## config.mk

```make
export PLATFORM = sky130hd
export DESIGN_NAME = sha1_padder_flat
export DESIGN_NICKNAME = d
export VERILOG_FILES = /design/src/rtl/sha1_padder_if.sv /design/src/rtl/sha1_padder.sv /design/src/flat_wrapper.sv
export SDC_FILE = /design/constraint.sdc
export NUM_CORES = 1
export LEC_CHECK = 0
export BUFFER_PORTS_ARGS = -buffer_cell sky130_fd_sc_hd__buf_2
export CAP_MARGIN = 10
export CORE_MARGIN = 2
export CORE_UTILIZATION = 59
export CTS_BUF_LIST = sky130_fd_sc_hd__clkbuf_8
export DETAILED_ROUTE_END_ITERATION = 8
export PLACE_DENSITY = 0.82
export SYNTH_ARGS = -nofsm -noshare
export SYNTH_HDL_FRONTEND = slang
export SYNTH_SLANG_ARGS = --single-unit
```

## constraint.sdc

```tcl
create_clock -name clk -period 2.6 [get_ports clk]
set_input_delay 0.13 -clock clk [delete_from_list [all_inputs] [get_ports clk]]
set_output_delay 0.13 -clock clk [all_outputs]
set_load 0.01 [all_outputs]
```

## src/rtl/sha1_padder_if.sv

```systemverilog
// Message byte stream in, message-RAM word writes and status out for the SHA-1 padder.
interface sha1_padder_if;
  logic        start;
  logic [7:0]  msg_byte;
  logic        msg_valid;
  logic        msg_last;
  logic        msg_ready;
  logic [6:0]  waddr;
  logic        we;
  logic [31:0] din;
  logic [3:0]  num_chunks;
  logic        busy;
  logic        done;
  logic        error;

  modport master (
    output start, msg_byte, msg_valid, msg_last,
    input  msg_ready, waddr, we, din, num_chunks, busy, done, error
  );

  modport slave (
    input  start, msg_byte, msg_valid, msg_last,
    output msg_ready, waddr, we, din, num_chunks, busy, done, error
  );
endinterface

```

## src/rtl/sha1_padder.sv

```systemverilog
// SHA-1 message padder: packs bytes big-endian into RAM words, appends 0x80, zero fill and 64-bit length.
// Writes appear one cycle after the accepting edge; msg_ready is high only while collecting, input stalls freely.
module sha1_padder (
  input  logic          clk,
  input  logic          rst_n,
  sha1_padder_if.slave  bus
);
  typedef enum logic [2:0] {
    IDLE, COLLECT, PAD80, ZERO, LEN_HI, LEN_LO, DONE, ERR
  } state_t;

  state_t      state, state_nx;
  logic [8:0]  byte_cnt, cnt_nx;
  logic [31:0] acc, acc_nx;
  logic [6:0]  widx, widx_nx;
  logic        we_q, we_nx;
  logic [6:0]  waddr_q, waddr_nx;
  logic [31:0] din_q, din_nx;
  logic [3:0]  chunks_q, chunks_nx;
  logic        done_q, done_nx;
  logic        error_q, error_nx;

  logic        do_wr;
  logic [31:0] wr_dat;
  logic        go;
  logic [4:0]  sh;
  logic [31:0] merged;
  logic [31:0] padded;
  logic [7:0]  nxt_idx;

  // Lane n of a word sits at bit 8*(3-n); ~lane equals 3-lane for a 2-bit lane.
  assign sh      = {~byte_cnt[1:0], 3'b000};
  assign merged  = acc | ({24'd0, bus.msg_byte} << sh);
  assign padded  = merged | ((32'h0000_0080 << sh) >> 8);
  assign nxt_idx = {1'b0, widx} + 8'd1;

  always_comb begin
    state_nx  = state;
    cnt_nx    = byte_cnt;
    acc_nx    = acc;
    widx_nx   = widx;
    we_nx     = 1'b0;
    waddr_nx  = waddr_q;
    din_nx    = din_q;
    chunks_nx = chunks_q;
    done_nx   = 1'b0;
    error_nx  = error_q;
    do_wr     = 1'b0;
    wr_dat    = 32'd0;
    go        = 1'b0;

    case (state)
      IDLE:    go = bus.start;
      COLLECT: begin
        if (bus.msg_valid) begin
          if (byte_cnt == 9'd503) begin
            error_nx = 1'b1;
            state_nx = ERR;
          end else begin
            cnt_nx = byte_cnt + 9'd1;
            if (bus.msg_last) begin
              do_wr    = 1'b1;
              wr_dat   = padded;
              acc_nx   = 32'd0;
              state_nx = (byte_cnt[1:0] == 2'd3) ? PAD80 : ZERO;
            end else if (byte_cnt[1:0] == 2'd3) begin
              do_wr  = 1'b1;
              wr_dat = merged;
              acc_nx = 32'd0;
            end else begin
              acc_nx = merged;
            end
          end
        end
      end
      PAD80: begin
        do_wr    = 1'b1;
        wr_dat   = 32'h8000_0000;
        state_nx = ZERO;
      end
      ZERO: begin
        // Fill up to the word just before the two length words of this chunk.
        if (widx[3:0] != 4'd14) begin
          do_wr = 1'b1;
          if (widx[3:0] == 4'd13) state_nx = LEN_HI;
        end else begin
          state_nx = LEN_HI;
        end
      end
      LEN_HI: begin
        do_wr    = 1'b1;
        state_nx = LEN_LO;
      end
      LEN_LO: begin
        do_wr     = 1'b1;
        wr_dat    = {20'd0, byte_cnt, 3'b000};
        chunks_nx = nxt_idx[7:4];
        done_nx   = 1'b1;
        state_nx  = DONE;
      end
      DONE: begin
        go       = bus.start;
        state_nx = IDLE;
      end
      ERR:     go = bus.start;
      default: state_nx = IDLE;
    endcase

    if (do_wr) begin
      we_nx    = 1'b1;
      din_nx   = wr_dat;
      waddr_nx = widx;
      widx_nx  = widx + 7'd1;
    end

    if (go) begin
      state_nx  = COLLECT;
      cnt_nx    = 9'd0;
      acc_nx    = 32'd0;
      widx_nx   = 7'd0;
      chunks_nx = 4'd0;
      error_nx  = 1'b0;
    end
  end

  always_ff @(posedge clk or negedge rst_n) begin
    if (!rst_n) begin
      state    <= IDLE;
      byte_cnt <= 9'd0;
      acc      <= 32'd0;
      widx     <= 7'd0;
      we_q     <= 1'b0;
      waddr_q  <= 7'd0;
      din_q    <= 32'd0;
      chunks_q <= 4'd0;
      done_q   <= 1'b0;
      error_q  <= 1'b0;
    end else begin
      state    <= state_nx;
      byte_cnt <= cnt_nx;
      acc      <= acc_nx;
      widx     <= widx_nx;
      we_q     <= we_nx;
      waddr_q  <= waddr_nx;
      din_q    <= din_nx;
      chunks_q <= chunks_nx;
      done_q   <= done_nx;
      error_q  <= error_nx;
    end
  end

  assign bus.msg_ready  = (state == COLLECT);
  assign bus.busy       = (state != IDLE);
  assign bus.we         = we_q;
  assign bus.waddr      = waddr_q;
  assign bus.din        = din_q;
  assign bus.num_chunks = chunks_q;
  assign bus.done       = done_q;
  assign bus.error      = error_q;
endmodule

```

## src/flat_wrapper.sv

```systemverilog
// flat-port wrapper written by rule: the top's interface ports become plain ports
module sha1_padder_flat 
  (clk, rst_n, bus_start, bus_msg_byte, bus_msg_valid, bus_msg_last, bus_msg_ready, bus_waddr, bus_we, bus_din, bus_num_chunks, bus_busy, bus_done, bus_error);
  sha1_padder_if bus_i ();
  input  logic clk;
  input  logic rst_n;
  input wire logic [$bits(bus_i.start)-1:0] bus_start;
  input wire logic [$bits(bus_i.msg_byte)-1:0] bus_msg_byte;
  input wire logic [$bits(bus_i.msg_valid)-1:0] bus_msg_valid;
  input wire logic [$bits(bus_i.msg_last)-1:0] bus_msg_last;
  output wire logic [$bits(bus_i.msg_ready)-1:0] bus_msg_ready;
  output wire logic [$bits(bus_i.waddr)-1:0] bus_waddr;
  output wire logic [$bits(bus_i.we)-1:0] bus_we;
  output wire logic [$bits(bus_i.din)-1:0] bus_din;
  output wire logic [$bits(bus_i.num_chunks)-1:0] bus_num_chunks;
  output wire logic [$bits(bus_i.busy)-1:0] bus_busy;
  output wire logic [$bits(bus_i.done)-1:0] bus_done;
  output wire logic [$bits(bus_i.error)-1:0] bus_error;
  assign bus_i.start = bus_start;
  assign bus_i.msg_byte = bus_msg_byte;
  assign bus_i.msg_valid = bus_msg_valid;
  assign bus_i.msg_last = bus_msg_last;
  assign bus_msg_ready = bus_i.msg_ready;
  assign bus_waddr = bus_i.waddr;
  assign bus_we = bus_i.we;
  assign bus_din = bus_i.din;
  assign bus_num_chunks = bus_i.num_chunks;
  assign bus_busy = bus_i.busy;
  assign bus_done = bus_i.done;
  assign bus_error = bus_i.error;
  sha1_padder u_core (.clk(clk), .rst_n(rst_n), .bus(bus_i));
endmodule
```

==> run_results.csv <==
group,metric,value,unit
grt,gr-usage-met3,0.06093,
synth,syn-mean-instance-area,10.91,um2
placed_design,gp_congestion,0.8542,
timing,finClkSkew,0.01029,ns
timing,max_freq,0.4386,GHz
layout,fin_area,5094,um2
pwr,p_leak,2.378,nW
cts,cts_sinks,97,
grt,use_met1,0.3992,
cts,cts-root-buf,"clkbuf_8",
cts,cts_made_buffers,9,
synth,synthDistinctLibCells,49,
cts,tritoncts,"built",
pwr,ir_drop,0.6027,mV
critical_path,critPathRequiredTime,2.90,ns
synth,synth_cells,408,
timing,worst_pin_slew,0.6989,ns
critical_path,path_delay_family,"compound AO/OA/AOI/OAI gates",
grt,use_met2,0.4111,
synth,ys_top_cells_by_count,"dfrtp_1, a21oi_1, o2bb2ai_1",
critical_path,path_buf_inv,0,
timing,rsz0062_at_grt,"no",
floorplanning,rows,31,
pwr,power.total,5.061,mW
synth,yosysTopAreaCell,"dfrtp_1",
timing,final.setup.tns,0,ns
routing,drtIter0Drc,329,
layout,drive_gt1_frac,0.2194,
placed_design,place_area,4883,um2
cts,postCtsSetupRepairBufs,0,
grt,grt_pass1_vias,3464,
placed_design,dp_cells,556,
critical_path,max_stage_delay,0.59,ns
synth,synth_area,4453,um2
run_status,status,"completed",
synth,yosys_warnings,0,
layout,final_util,0.6985,
floorplanning,dieArea,8258,um2
placed_design,dp_hpwl,7165,um
cts,insertion_delay,0.37,ns
grt,grt_overflow,0,
layout,antenna_cells,0,
timing,slew_headroom,0.5292,
grt,antenna_found_initial,0,
synth,synthTopCellsByArea,"dfrtp_1, o2bb2ai_1, a21oi_1, nor2_1, a221o_1",
synth,synth_edf_count,0,
floorplanning,die_h,90.88,um
grt,grt_pass1_wl,17860,um
synth,ys.flop_type,"dfrtp_1",
synth,synth.top_cell.area_share,0.5451,
floorplanning,fp.dieW,90.88,um
critical_path,critPathArrivalTime,2.58,ns
timing,slew_viol_final,0,
floorplanning,initial_core_util,0.6107,
job,maxCapViolCount,0,
grt,grt_busiest_layer,"met2",
layout,fin_cells,573,
synth,syn_nets,428,
layout,nets,489,
routing,wl,10520,um
placed_design,port_buffers,60,
routing,postRouteAntennaNets,0,
routing,post_drt_wl_per_cell,18.36,um
floorplanning,fp.coreArea,7292,um2
synth,ys_ff_latch,97,
synth,postSynth.asyncResetShare,1.000,
routing,viasPerCell,6.133,
cts,htreeDepth,3,
grt,grt_start_max_net_pins,59,
synth,yosys.cell_count.top_type,"dfrtp_1",
timing,period_share,0.8770,
critical_path,critPathCaptureType,"register",
timing,setup_viol,0,
timing,period_minus_slack,2.280,ns
timing,hold_viol,0,
critical_path,critical_path_class,"reg2reg",
routing,vias,3514,
critical_path,cp_max_fo,15,
floorplanning,ios,61,
grt,track_usage,0.2706,
pwr,power_density,993.6,nW/um2
synth,yosysSeqAreaShare,0.5451,
cts,clkTransAtPathRegs,0.10,ns
routing,firstDrtPassIters,5,
critical_path,cp_cell_sequence,"nor3_1 > o21a_1 > o21ai_0 > o2bb2ai_1",
critical_path,crit_path_start_kind,"register",
critical_path,cpMaxStageDelayCell,"o21a_1",
layout,area_growth,14.39,%
cts,clk_path_buf_depth,2,
routing,route.detailed.drc,0,
hold_path,min_path_type,"in2reg",
-- kinds of logic (layout without fill, tap and decap cells) --
group                    after synthesis  in the layout  share of synthesized area
AO/OA/AOI/OAI                        148            148                     0.2352
flip-flops                            97             97                     0.5451
AND/OR/NAND/NOR                       92             92                     0.1124
buffers and inverters                 43            109                    0.04159
multiplexers                          12             12                    0.02838
XOR/XNOR                               9              9                    0.01770
adder cells (fa/ha/maj)                7              7                    0.01967
-- registers in the layout (all words and copies together) (netlist names), 3 cells and up --
register / cells
u_core.acc: 32
u_core.byte_cnt: 9
u_core.bus.din: 32
u_core.bus.num_chunks: 4
u_core.state: 3
u_core.widx: 7
u_core.bus.waddr: 7
-- worst paths after layout --
| kind | cells past startpoint | start | slack (ns) | to |
|---|---|---|---|---|
| setup / recovery | 4 | u_core.state[0] | 0.32 | u_core.acc[24] |
| hold / removal | 3 | bus_msg_byte[1] | 0.1 | u_core.acc[1] |
| setup reg to reg | 4 | u_core.state[0] | 0.32 | u_core.acc[24] |
| hold reg to reg | 1 | u_core.bus.waddr[2] | 0.49 | u_core.bus.waddr[2] |
| max in group asynchronous | 3 | rst_n | 1.66 | u_core.acc[22] |
| min in group asynchronous | 2 | rst_n | 0.27 | u_core.state[1] |
-- cell usage in the layout, fill, tap and decap left out, types with 2 or more instances in the layout --
cell type   netlist  routed
nand2b_1          3       3
nand2_1          13      13
clkbuf_8          0      10
and3_1            4       4
mux2_2            4       4
a211oi_1          4       4
nor2_1           28      28
xnor2_1           3       3
nor2_2            3       3
inv_1            17      17
dfrtp_1          97      97
clkinvlp_4        0       2
and2_1            3       3
mux2i_1           7       7
inv_8             0       2
o21ai_0          15      15
o22ai_1           2       2
nand3_1          17      17
a21oi_1          46      46
nor3_1            3       3
o2111ai_1         3       3
o21ai_1           3       3
nand4b_1          2       2
o2bb2ai_1        42      42
xor2_1            6       6
o21a_1            4       4
ha_1              7       7
buf_4             1      15
buf_2            16      59
or3_1             3       3
nand4_1           3       3
a221o_1          10      10
and4_1            3       3
a221oi_1          3       3
a31oi_1           3       3
o211ai_1          7       7
-- power breakdown --
group | leakage (nW) | internal, mW | switching (mW)
Combinational | 0.972 | 0.757 | 1.13
Clock | 0.0953 | 0.397 | 0.568
Sequential | 1.31 | 1.88 | 0.336
Total | 2.38 | 3.03 | 2.03
-- cell type report --
class,instances,area (um2)
Sequential cell,97,2427
Fill cell,574,2198
Clock inverter,6,62.56
Inverter,17,63.81
Multi-Input combinational cell,268,1841
Timing Repair Buffer,76,437.9
Tap cell,99,123.9
Clock buffer,10,137.6
-- layer usage --
layer	part of all wire	wire length [um]
met5	0	0
met4	0.012	131
met3	0.061	642
met2	0.47	4921
met1	0.46	4822
-- worst register-to-register path, stage by stage, from the launching register on --
cell and delay (ns):
dfrtp_1 0.57, nor3_1 0.38, o21a_1 0.59, o21ai_0 0.40, o2bb2ai_1 0.27
-- metrics by stage --
step                worst slack [ns]  hold slack, ns
floorplan                     0.6264         -0.1656
global placement              0.4607          0.1347
detailed placement            0.3983          0.1402
finish                        0.3198         0.09602
global route                  0.1436         0.09245
CTS                           0.3685         0.08492
-- repair_timing --
action,in CTS,in global routing
hold buffers,1,0
endpoints found under the setup margin,0,0
resized for setup,0,0
hold endpoints to repair,39,0
(Power assumes the default switching activity.)
